--- src/rtl/bit32_1to4demux_buf_if.sv ---
// Handshake bundle for the registered 1-to-4 demultiplexer: one input channel,
// four buffered output channels with per-output delivered-word counters.
interface bit32_1to4demux_buf_if #(
    parameter int unsigned WIDTH = 32,
    parameter int unsigned CNT_W = 8
);
    logic [WIDTH-1:0] in;
    logic [1:0]       sel;
    logic             in_valid;
    logic             in_ready;
    logic [WIDTH-1:0] out1;
    logic [WIDTH-1:0] out2;
    logic [WIDTH-1:0] out3;
    logic [WIDTH-1:0] out4;
    logic [3:0]       out_valid;
    logic [3:0]       out_ready;
    logic [CNT_W-1:0] cnt1;
    logic [CNT_W-1:0] cnt2;
    logic [CNT_W-1:0] cnt3;
    logic [CNT_W-1:0] cnt4;

    // Producer and consumers together form the master side.
    modport master (
        output in, sel, in_valid, out_ready,
        input  in_ready, out1, out2, out3, out4, out_valid, cnt1, cnt2, cnt3, cnt4
    );

    modport slave (
        input  in, sel, in_valid, out_ready,
        output in_ready, out1, out2, out3, out4, out_valid, cnt1, cnt2, cnt3, cnt4
    );
endinterface

--- src/rtl/bit32_1to4demux_buf.sv ---
// Registered 1-to-4 demultiplexer: each output owns a one-entry holding register with
// valid/ready, so a stalled consumer blocks only words addressed to it.
module bit32_1to4demux_buf #(
    parameter int unsigned WIDTH = 32,
    parameter int unsigned CNT_W = 8
) (
    input logic                    clk,
    input logic                    rst_n,
    bit32_1to4demux_buf_if.slave   bus
);
    logic [WIDTH-1:0] data_q [4];
    logic [CNT_W-1:0] cnt_q  [4];
    logic [3:0]       valid_q;
    logic [3:0]       deliver;
    logic             acc;

    // A slot accepts when empty or being drained in the same cycle.
    assign bus.in_ready = rst_n & (~valid_q[bus.sel] | bus.out_ready[bus.sel]);
    assign acc          = bus.in_valid & bus.in_ready;
    assign deliver      = valid_q & bus.out_ready;

    always_ff @(posedge clk or negedge rst_n) begin
        if (!rst_n) begin
            valid_q <= '0;
            for (int k = 0; k < 4; k++) begin
                data_q[k] <= '0;
                cnt_q[k]  <= '0;
            end
        end else begin
            for (int k = 0; k < 4; k++) begin
                if (acc && (bus.sel == 2'(k))) begin
                    data_q[k]  <= bus.in;
                    valid_q[k] <= 1'b1;
                end else if (deliver[k]) begin
                    valid_q[k] <= 1'b0;
                end
                if (deliver[k]) begin
                    cnt_q[k] <= cnt_q[k] + CNT_W'(1);
                end
            end
        end
    end

    assign bus.out1      = data_q[0];
    assign bus.out2      = data_q[1];
    assign bus.out3      = data_q[2];
    assign bus.out4      = data_q[3];
    assign bus.out_valid = valid_q;
    assign bus.cnt1      = cnt_q[0];
    assign bus.cnt2      = cnt_q[1];
    assign bus.cnt3      = cnt_q[2];
    assign bus.cnt4      = cnt_q[3];
endmodule

--- src/flat_wrapper.sv ---
// flat-port wrapper written by rule: the top's interface ports become plain ports
module bit32_1to4demux_buf_flat 
#(
    parameter int unsigned WIDTH = 32,
    parameter int unsigned CNT_W = 8
)
  (clk, rst_n, bus_in, bus_sel, bus_in_valid, bus_out_ready, bus_in_ready, bus_out1, bus_out2, bus_out3, bus_out4, bus_out_valid, bus_cnt1, bus_cnt2, bus_cnt3, bus_cnt4);
  bit32_1to4demux_buf_if #(.WIDTH(WIDTH), .CNT_W(CNT_W)) bus_i ();
  input logic clk;
  input logic rst_n;
  input wire logic [$bits(bus_i.in)-1:0] bus_in;
  input wire logic [$bits(bus_i.sel)-1:0] bus_sel;
  input wire logic [$bits(bus_i.in_valid)-1:0] bus_in_valid;
  input wire logic [$bits(bus_i.out_ready)-1:0] bus_out_ready;
  output wire logic [$bits(bus_i.in_ready)-1:0] bus_in_ready;
  output wire logic [$bits(bus_i.out1)-1:0] bus_out1;
  output wire logic [$bits(bus_i.out2)-1:0] bus_out2;
  output wire logic [$bits(bus_i.out3)-1:0] bus_out3;
  output wire logic [$bits(bus_i.out4)-1:0] bus_out4;
  output wire logic [$bits(bus_i.out_valid)-1:0] bus_out_valid;
  output wire logic [$bits(bus_i.cnt1)-1:0] bus_cnt1;
  output wire logic [$bits(bus_i.cnt2)-1:0] bus_cnt2;
  output wire logic [$bits(bus_i.cnt3)-1:0] bus_cnt3;
  output wire logic [$bits(bus_i.cnt4)-1:0] bus_cnt4;
  assign bus_i.in = bus_in;
  assign bus_i.sel = bus_sel;
  assign bus_i.in_valid = bus_in_valid;
  assign bus_i.out_ready = bus_out_ready;
  assign bus_in_ready = bus_i.in_ready;
  assign bus_out1 = bus_i.out1;
  assign bus_out2 = bus_i.out2;
  assign bus_out3 = bus_i.out3;
  assign bus_out4 = bus_i.out4;
  assign bus_out_valid = bus_i.out_valid;
  assign bus_cnt1 = bus_i.cnt1;
  assign bus_cnt2 = bus_i.cnt2;
  assign bus_cnt3 = bus_i.cnt3;
  assign bus_cnt4 = bus_i.cnt4;
  bit32_1to4demux_buf #(.WIDTH(WIDTH), .CNT_W(CNT_W)) u_core (.clk(clk), .rst_n(rst_n), .bus(bus_i));
endmodule
--- config.mk ---
export PLATFORM = sky130hd
export DESIGN_NAME = bit32_1to4demux_buf_flat
export DESIGN_NICKNAME = d
export VERILOG_FILES = /design/src/rtl/bit32_1to4demux_buf_if.sv /design/src/rtl/bit32_1to4demux_buf.sv /design/src/flat_wrapper.sv
export SDC_FILE = /design/constraint.sdc
export NUM_CORES = 1
export LEC_CHECK = 0
export CAP_MARGIN = 20
export CORE_MARGIN = 8
export CORE_UTILIZATION = 50
export DETAILED_ROUTE_END_ITERATION = 10
export PLACE_DENSITY = 0.85
export SYNTH_ARGS = -nofsm -noshare
export SYNTH_HDL_FRONTEND = slang
export SYNTH_SLANG_ARGS = --single-unit
--- constraint.sdc ---
create_clock -name clk -period 3.6 [get_ports clk]
set_input_delay 1.08 -clock clk [delete_from_list [all_inputs] [get_ports clk]]
set_output_delay 1.08 -clock clk [all_outputs]
set_load 0.02 [all_outputs]
## Word level (Yosys, flattened, before mapping)

Index checks and enable logic that the tools add are counted.

- Bitwise logic cells: 5
- Equal/unequal tests: 3
- Magnitude comparators: 1
- Reductions and logical operators: 9
- Mux-type cells: 12
- $add $sub $neg: 4

Operators with widths:

| kind | number |
|---|---|
| adder 8 x 1 -> 8 bit (second input constant) | 4 |
| two-way mux 1 bit | 10 |
| nonzero test 2 bit | 4 |
| AND 4 bit | 1 |
| binary-select mux 1 bit (select 2 bit) | 2 |
| equality test 2 bit (second input constant) | 2 |
| logical AND 1 bit | 4 |
| < comparator 2 x 3 -> 1 bit (second input constant) | 1 |
| AND 1 bit | 2 |
| equality test 2 x 1 -> 1 bit (second input constant) | 1 |
| zero test 2 bit | 1 |
| inverter 1 bit | 1 |
| OR 1 bit | 1 |

- Output and inout port bits: 165
- Register bits after elaboration: 164
- Input bits: 41
- Word-level logic and storage cells: 46

## Depth between registers and ports, before layout

Gate-level depths: netlist of run 1.

- Depth in word-level cells: 8
- Depth in mapped cells: 5
- Depth with buffers taken out: 4

## Worst setup path before layout of run 1

Ideal clock, no wire load.

- Path type: in2out
- From: input port bus_sel[1]
- To: output port bus_in_ready
- Required time: 2.520 ns
- Path slack: 0.608 ns
- Buffers on the path: 1
- Data arrival time: 1.912 ns
- Stages: 4
- Path through: buf_6 > or4bb_1 > o311ai_0 > a21oi_1

- Cells in the longest elaborated chain, start to end: 5
- Elaborated cells on any way between the ends: 7
- Classes of those cells: mux: 4; bitwise: 3

Ends and longest elaborated chain:

| item | RTL line | source |
|---|---|---|
| start, declared | flat_wrapper.sv:12 | `input wire logic [$bits(bus_i.sel)-1:0] bus_sel;` |
| binary-select mux 1 bit (select 2 bit) | bit32_1to4demux_buf.sv:18 | `assign bus.in_ready = rst_n & (~valid_q[bus.sel] \| bus.out_ready[bus.sel]);` |
| two-way mux 1 bit (implied by the code) | bit32_1to4demux_buf.sv:18 |  |
| inverter 1 bit | bit32_1to4demux_buf.sv:18 |  |
| OR 1 bit * | bit32_1to4demux_buf.sv:18 |  |
| AND 1 bit * | bit32_1to4demux_buf.sv:18 |  |
| end, declared | flat_wrapper.sv:15 | `output wire logic [$bits(bus_i.in_ready)-1:0] bus_in_ready;` |

Mark *: on every way between the ends. The rest lies on a longest branch, timed or not. The select of a mux whose other input is x is not followed.

## Worst setup path in the final report of run 1

Same ends and word-level chain as after synthesis.

==> results.yml, run 1 <==
outcome:
  status: "finished clean"
routing:
  drtIter0Drc: 200
  drt_pass1_iterations: 4
  drc: 0
  via_per_inst: 5.10
  ant_nets: 0
  wl_per_cell_um: 20.1
  via_count: 4163
  wirelength_um: 16400
setup_path:
  critPathLaunch: "bus_sel[1]"
  startpoint_type: "primary input"
  arrival_ps: 2460
  crit_type: "in2out"
  crit_path_end_kind: "output pin"
  path_max_fanout: 2
  cp.required_ps: 2520
  rr_startpoint: "u_core.bus.out_valid[0]"
cells_and_area:
  drive_gt1_share_pct: 28.2
  nNetsFinal: 677
  n_fill_cell: 830
  n_antenna_cell: 0
  seqCellArea_um2: 4100
  syn_to_final_growth_pct: 44.8
  fin_cells: 817
  multi_input_area_um2: 2160
  finalInstanceArea_um2: 9280
clock_network:
  clk_pin_slew_worst_paths_ps: 60
  htreeDepth: 4
  numCtsBuffers: 17
  cts_buffer_depth: 2
  cts.sinks: 164
  clkLatencyLatePin_ps: 410
  cts_root_buffer: "clkbuf_16"
  cts_tree: "yes"
synth:
  ys_warn_count: 0
  seq_area_frac_synth_pct: 64.0
  synth_area_per_cell_um2: 15.7
  netlist_top_cells_count: "dfrtp_1 (164), mux2_2 (129), xnor2_1 (20), nand2_1 (14), buf_6 (10)"
  synth.most_common_cell: "dfrtp_1"
  synth_area_leaders: "dfrtp_1 (64%), mux2_2 (23%), xnor2_1 (2.7%)"
  synth.top_cell.area_share_pct: 64.0
  synth_nets: 453
  syn_area_um2: 6410
  synthFlopType: "dfrtp_1"
  synthCells: 408
  synth-seq-cells: 164
  synth_cell_types: 33
  async_flop_share_pct: 100
  synth_edf_count: 0
  synth_top_area_cell: "dfrtp_1"
die:
  dieArea_um2: 16700
  pin_count: 206
  core_um2: 12600
  fp.dieH_um: 129
  row_count: 41
  die_w_um: 129
  initial_core_util_pct: 51.0
timing:
  hold_viol_final: 0
  rsz0062_at_grt: "false"
  min_period_over_period_pct: 98.4
  setup_viol: 0
  fin_ws_ps: 57.6
  max_slew_margin_pct: 42.8
  min_period_ps: 3540
  slew_viol_final: 0
  finalClockSkew_ps: 6.49
  finalSetupTns_ps: 0
  max_freq_ghz: 0.282
  worstMarginPinSlew_ps: 859
place:
  place_inst: 785
  place.port_buffers: 205
  dpl-instance-area_um2: 8690
  gp_congestion: 0.804
  hpwl_um: 11800
  pre_cts_ws_ps: -331
global_routing:
  grt_overflow_total: 0
  grt_max_degree: 169
  grt_pass1_vias: 4705
  track_usage_pct: 20.0
  grt_pass1_wl_um: 25400
  antenna_found_initial: 0
power:
  p_leak_uw: 0.00400
  powerDensity_nw_per_um2: 683
  peakVddDrop_mv: 0.526
hold_path:
  min_path_type: "reg2reg"
  hold_start: "u_core.bus.cnt1[7]"
job:
  max_cap_viol_count: 0
[registers in the layout, indices dropped and copies added, names as in the netlist]
register,count
u_core.bus.out1,32
u_core.bus.out2,32
u_core.bus.out3,32
u_core.bus.out4,32
u_core.bus.cnt1,8
u_core.bus.cnt2,8
u_core.bus.cnt3,8
u_core.bus.cnt4,8
u_core.bus.out_valid,4
[cells in the final DEF, fill, tap and decap left out, types with 3 or more instances in the layout]
master	count
xnor2_1	20
nand2b_1	3
clkinv_4	3
mux2_2	129
buf_4	13
clkinv_2	3
bufinv_16	3
nand4_1	8
inv_1	4
clkdlybuf4s50_1	203
mux2_1	3
and4_1	3
dfrtp_1	164
xor2_1	8
nand2_1	14
clkbuf_16	17
nor2_1	7
and3_1	4
nand3_1	5
ha_1	4
[critical path, cell delays in order]
cell	delay [ps]
clkdlybuf4s50_1	470
or4bb_1	520
o311ai_1	130
a21oi_1	90
buf_2	170
[worst paths after layout]
path	to	slack (ps)	cells after the start
worst max-delay path	bus_in_ready	60	5
worst min-delay path	u_core.bus.cnt1[7]	460	1
worst max register to register	u_core.bus.out1[0]	1850	5
worst min register to register	u_core.bus.cnt1[7]	460	1
max in group asynchronous	u_core.bus.out3[12]	2140	2
min in group asynchronous	u_core.bus.out1[22]	840	2
[final cells by class]
| class | instances | area share [%] |
|---|---|---|
| clock buffer | 20 | 4.81 |
| clock inverter | 12 | 1.67 |
| inverter | 4 | 0.162 |
| multi-input combinational | 225 | 23.3 |
| sequential | 164 | 44.2 |
| tap | 172 | 2.32 |
| timing repair buffer | 220 | 23.5 |
[kinds of logic after synthesis]
| family | synth area share [%] |
|---|---|
| mux | 23.4 |
| simple gates | 5.10 |
| flops | 64.0 |
| compound gates | 0.547 |
| xor+xnor | 3.83 |
| buf+inv | 2.36 |
| fa+ha+maj | 0.781 |
[where the power goes]
part / switching, µW / internal [µW] / leakage, µW
logic: 958 / 1030 / 0.00171
clock network: 701 / 1110 / 0.000290
registers: 286 / 2250 / 0.00200
total: 1940 / 4390 / 0.00400
[per-stage QoR]
step                      hold slack (ps)  utilization (%)  power (µW)
after floorplan                       578                -        3440
after global placement                457             69.1        4490
after detailed placement              456             69.1        4570
after CTS                             468             73.9        6420
after global routing                  479             73.9        6610
final                                 464             73.9        6340
[layer usage]
metal	global-route usage (%)	wire (µm)	part of all wire, %
met2	36.3	8730	53
met5	0	0	0
met1	19.9	5750	35
met3	8.67	1670	10
met4	6.98	252	1.5
[repair_timing]
item                                   CTS  global route
pin swaps                                0             0
hold buffers                             0             0
endpoints found under the hold margin    0             0
setup buffers                            0             0
setup endpoints to repair                1             1
gates resized for setup                  4             1
(Power assumes the default switching activity.)
==> run 2, diff against run 1 <==
--- a/config.mk
+++ b/config.mk
@@ -10,6 +10,7 @@
 export CORE_UTILIZATION = 50
 export DETAILED_ROUTE_END_ITERATION = 10
 export PLACE_DENSITY = 0.85
+export SETUP_SLACK_MARGIN = 0.05
 export SYNTH_ARGS = -nofsm -noshare
 export SYNTH_HDL_FRONTEND = slang
 export SYNTH_SLANG_ARGS = --single-unit
==> constraint.sdc (replaced) <==
create_clock -name clk -period 3.6 [get_ports clk]
set_input_delay 1.08 -clock clk [delete_from_list [all_inputs] [get_ports clk]]
set_output_delay 1.08 -clock clk [all_outputs]
set_load 0.05 [all_outputs]
==> run 2 against run 1 <==
Effect of this change:
- non-clock buffer count did not move
- combinational power rose by 47%
- cell count fell by 0.24%
- utilization fell by 0.12 points
- total power rose by 12%
- die area did not move
- clock skew barely moved
- via count rose by 0.22%
- global-route usage barely moved
- sequential cell count did not move
- largest power group is now combinational logic
==> results.yml, run 2 (synthesized netlist as in run 1, its figures left out) <==
clock_network:
  numCtsBuffers: 17
  cts_buffer_depth: 2
  clkLatencyLatePin_ps: 420
  cts_tree: "yes"
  htreeDepth: 4
  cts_root_buffer: "clkbuf_16"
  clk_pin_slew_worst_paths_ps: 60
  cts.sinks: 164
timing:
  slew_viol_final: 0
  worstMarginPinSlew_ps: 574
  finalClockSkew_ps: 6.78
  setup_viol: 0
  rsz0062_at_grt: "false"
  max_slew_margin_pct: 61.6
  max_freq_ghz: 0.288
  hold_viol_final: 0
  min_period_ps: 3470
  min_period_over_period_pct: 96.3
  finalSetupTns_ps: 0
die:
  row_count: 41
  pin_count: 206
  die_w_um: 129
  core_um2: 12600
  fp.dieH_um: 129
  initial_core_util_pct: 51.0
  dieArea_um2: 16700
cells_and_area:
  fin_cells: 815
  syn_to_final_growth_pct: 44.6
  nNetsFinal: 677
  drive_gt1_share_pct: 28.3
  n_antenna_cell: 0
  seqCellArea_um2: 4100
  n_fill_cell: 801
  multi_input_area_um2: 2170
  layout_common_cells: "clkdlybuf4s50_1 (201), dfrtp_1 (164), mux2_2 (129), xnor2_1 (20), clkbuf_16 (18)"
  final_common_cell: "clkdlybuf4s50_1"
routing:
  wl_per_cell_um: 20.0
  drc: 0
  via_count: 4172
  drtIter0Drc: 257
  ant_nets: 0
  wirelength_um: 16300
  drt_pass1_iterations: 4
  via_per_inst: 5.12
setup_path:
  cp_slowest_cell: "clkdlybuf4s50_1"
  cp.required_ps: 2520
  rr_startpoint: "u_core.bus.out_valid[0]"
  startpoint_type: "primary input"
  worstPathCellList: "clkdlybuf4s50_1, or4bb_1, o311ai_2, a21oi_1, clkbuf_16"
  crit_path_end_kind: "output pin"
  r2r_slack_ps: 1790
  arrival_ps: 2390
  ff2ff_path_depth: 4
  max_stage_delay_ps: 470
  r2r-end: "u_core.bus.out1[6]"
  crit_type: "in2out"
  path_max_fanout: 2
hold_path:
  hold_start: "u_core.bus.cnt3[7]"
  min_path_type: "reg2reg"
  holdPathEnd: "u_core.bus.cnt3[7]"
  min_delay_path_depth: 1
global_routing:
  grt_pass1_wl_um: 25400
  grt_pass1_vias: 4522
  track_usage_pct: 19.9
  grt_max_degree: 89
  antenna_found_initial: 0
  grt_overflow_total: 0
power:
  peakVddDrop_mv: 0.450
  powerDensity_nw_per_um2: 769
  p_leak_uw: 0.00400
place:
  place.port_buffers: 205
  hpwl_um: 11800
  gp_congestion: 0.795
  place_inst: 784
job:
  max_cap_viol_count: 0
outcome:
  status: "finished clean"
==> run 2: area by class of cell <==
| class | instances | area share (%) |
|---|---|---|
| Clock inverter | 10 | 0.918 |
| Timing Repair Buffer | 220 | 24.0 |
| Multi-Input combinational cell | 225 | 23.4 |
| Tap cell | 172 | 2.32 |
| Sequential cell | 164 | 44.3 |
| Clock buffer | 20 | 4.93 |
| Inverter | 4 | 0.162 |
==> run 2: worst max path at each step <==
| stage | startpoint | to | slack [ps] | cells after the start |
|---|---|---|---|---|
| 2_1_floorplan | bus_sel[1] | bus_in_ready | 270 | 4 |
| 5_1_grt | bus_out_ready[1] | bus_in_ready | 80 | 5 |
| 6_report | bus_sel[1] | bus_in_ready | 130 | 5 |
| 3_5_place_dp | bus_sel[1] | bus_in_ready | 50 | 5 |
| 4_1_cts | bus_sel[1] | bus_in_ready | 80 | 5 |
| 3_3_place_gp | bus_sel[1] | bus_in_ready | 90 | 5 |
==> run 2: power breakdown <==
part / internal, µW / switching, µW
Clock: 972 / 697
Sequential: 2250 / 286
Combinational: 1030 / 1900
Total: 4250 / 2880
==> run 2: worst max-delay path, delay by kind of cell <==
kind | cells | cell delay (ps)
compound gates | 2 | 220
simple gates | 1 | 430
buf+inv | 2 | 660
==> run 2: layer usage <==
layer | share of wire [%] | up-vias | GRT usage (%)
met2 | 51 | 129 | 34.3
li1 | - | 1889 | -
met3 | 8.4 | 27 | 7.07
met5 | 0 | - | 0
met4 | 2.4 | 0 | 8.98
met1 | 38 | 2127 | 21.7
==> run 2: what timing repair did <==
| item | 4_1_cts | 5_1_grt |
|---|---|---|
| setup buffers | 0 | 0 |
| hold buffers | 0 | 0 |
| pin swaps | 1 | 0 |
| resized for setup | 4 | 2 |
| endpoints found under the setup margin | 1 | 1 |
==> run 2: per-stage QoR <==
step / setup WS (ps) / hold slack [ps] / cell area, µm² / total power [µW] / utilization, %
after floorplan: 268 / 779 / 6410 / 4370 / -
after global routing: 75.7 / 486 / 9270 / 7390 / 73.7
final: 132 / 466 / 9270 / 7130 / 73.7
after detailed placement: 51.3 / 462 / 8690 / 5510 / 69.1
after CTS: 75.0 / 469 / 9240 / 7190 / 73.5
after global placement: 88.5 / 457 / 8690 / 5430 / 69.1
==> run 3, diff against run 2 <==
--- a/config.mk
+++ b/config.mk
@@ -8,9 +8,12 @@
 export CAP_MARGIN = 20
 export CORE_MARGIN = 8
 export CORE_UTILIZATION = 50
+export CTS_CLUSTER_DIAMETER = 40
 export DETAILED_ROUTE_END_ITERATION = 10
 export PLACE_DENSITY = 0.85
+export RECOVER_POWER = 25
 export SETUP_SLACK_MARGIN = 0.05
 export SYNTH_ARGS = -nofsm -noshare
 export SYNTH_HDL_FRONTEND = slang
 export SYNTH_SLANG_ARGS = --single-unit
+export TNS_END_PERCENT = 10
==> run 3 against run 2 <==
Effect of this change:
- the flow now finishes with violations (capacitance limit, slew limit)
- die area is the same
- utilization is 0.090 points lower
- cell count stayed put
- first-iteration DRC count unchanged
- clock-buffer cell count unchanged
- register-to-register slack barely moved
- largest cell class unchanged
- via count shrank 0.14%
- non-clock buffer count is the same
==> results.yml, run 3 (synthesized netlist as in run 1, its figures left out) <==
clock_network:
  cts.sinks: 164
  cts_buffer_depth: 2
  cts_tree: "yes"
  clkLatencyLatePin_ps: 420
  numCtsBuffers: 17
  htreeDepth: 4
  cts_hold_buf: 0
  clk_pin_slew_worst_paths_ps: 60
  cts_setup_buffers: 0
  cts_root_buffer: "clkbuf_16"
cells_and_area:
  nNetsFinal: 677
  drive_gt1_share_pct: 27.8
  layout_common_cells: "clkdlybuf4s50_1 (201), dfrtp_1 (164), mux2_2 (129), xnor2_1 (20), clkbuf_16 (18)"
  syn_to_final_growth_pct: 44.4
  n_fill_cell: 807
  final_common_cell: "clkdlybuf4s50_1"
  n_antenna_cell: 0
power:
  switching_share_pct: 40.4
  total_switching_power_uw: 2880
  p_leak_uw: 0.00398
  powerDensity_nw_per_um2: 770
  clockPowerShare_pct: 23.4
  peakVddDrop_mv: 0.450
  sequentialPowerShare_pct: 35.5
  finalPower_uw: 7130
  p_int_uw: 4250
  comb_power_share_pct: 41.0
die:
  initial_core_util_pct: 51.0
  pin_count: 206
  fp.dieH_um: 129
  row_count: 41
  die_w_um: 129
  dieArea_um2: 16700
  core_um2: 12600
routing:
  drc: 0
  wirelength_um: 16300
  drt_pass1_iterations: 4
  drtIter0Drc: 257
  wl_per_cell_um: 20.0
  via_per_inst: 5.11
  ant_nets: 0
  via_count: 4166
timing:
  setup_viol: 0
  finalClockSkew_ps: 6.86
  worstMarginPinSlew_ps: 1540
  min_period_over_period_pct: 96.4
  slew_viol_final: 30
  min_period_ps: 3470
  max_freq_ghz: 0.288
  max_slew_margin_pct: -2.60
  rsz0062_at_grt: "false"
  finalSetupTns_ps: 0
  hold_viol_final: 0
global_routing:
  grt_pass1_vias: 4522
  grt_max_degree: 89
  track_usage_pct: 19.9
  grt_pass1_wl_um: 25400
  antenna_found_initial: 0
  grt_overflow_total: 0
setup_path:
  r2r_slack_ps: 1790
  cp.required_ps: 2520
  arrival_ps: 2390
  r2r-end: "u_core.bus.out1[6]"
  ff2ff_path_depth: 4
  crit_path_end_kind: "output pin"
  startpoint_type: "primary input"
  rr_startpoint: "u_core.bus.out_valid[0]"
  crit_type: "in2out"
  path_max_fanout: 2
place:
  hpwl_um: 11800
  gp_congestion: 0.795
  place.port_buffers: 205
hold_path:
  hold_start: "u_core.bus.cnt3[7]"
  holdPathEnd: "u_core.bus.cnt3[7]"
  min_path_type: "reg2reg"
  min_delay_path_depth: 1
outcome:
  status: "finished, violations left"
  violations: "capacitance limit, slew limit"
job:
  max_cap_viol_count: 1
[run 3: worst max-delay path: stages]
cell and delay [ps]:
clkdlybuf4s50_1 470, or4bb_1 430, o311ai_2 110, a21oi_1 110, clkbuf_16 190
[run 3: area by class of cell]
class,instances,area [µm²],area share (%)
sequential,164,4100,44.3
timing repair buffer,220,2210,23.9
multi-input combinational,225,2170,23.4
clock buffer,20,457,4.93
tap,172,215,2.32
clock inverter,10,85.1,0.919
inverter,4,15.0,0.162
[run 3: metal layers]
| layer | up-vias | global-route usage [%] | wire length [µm] |
|---|---|---|---|
| li1 | 1888 | - | - |
| met4 | 0 | 8.98 | 398 |
| met1 | 2122 | 21.7 | 6170 |
| met3 | 27 | 7.07 | 1380 |
| met5 | - | 0 | 0 |
| met2 | 129 | 34.3 | 8370 |
[run 3: metrics by stage]
stage                     setup WS [ps]  hold slack [ps]  utilization (%)  cell area, µm²  cells
final                               131              466             73.6            9260    815
after global routing               75.7              486             73.6            9260    815
after CTS                          75.0              469             73.5            9240    814
after detailed placement           51.3              462             69.1            8690    784
after global placement             88.5              457             69.1            8690    784
after floorplan                     268              779                -            6410    408
[run 3: how the worst max path moves through the flow]
stage	from	end
CTS	bus_sel[1]	bus_in_ready
global placement	bus_sel[1]	bus_in_ready
global route	bus_out_ready[1]	bus_in_ready
finish	bus_sel[1]	bus_in_ready
floorplan	bus_sel[1]	bus_in_ready
detailed placement	bus_sel[1]	bus_in_ready
[run 3: repair_timing]
action                                 4_1_cts  5_1_grt
endpoints found under the hold margin        0        0
pin swaps                                    1        0
gates resized for setup                      4        2
setup endpoints to repair                    1        1
[run 3: power groups by stage]
stage	Clock, µW	Combinational, µW	Sequential (µW)
after CTS	1690	2960	2530
final	1670	2930	2530
after floorplan	0	423	3950
after detailed placement	0	2950	2560
after global routing	1770	3030	2590
after global placement	0	2900	2530
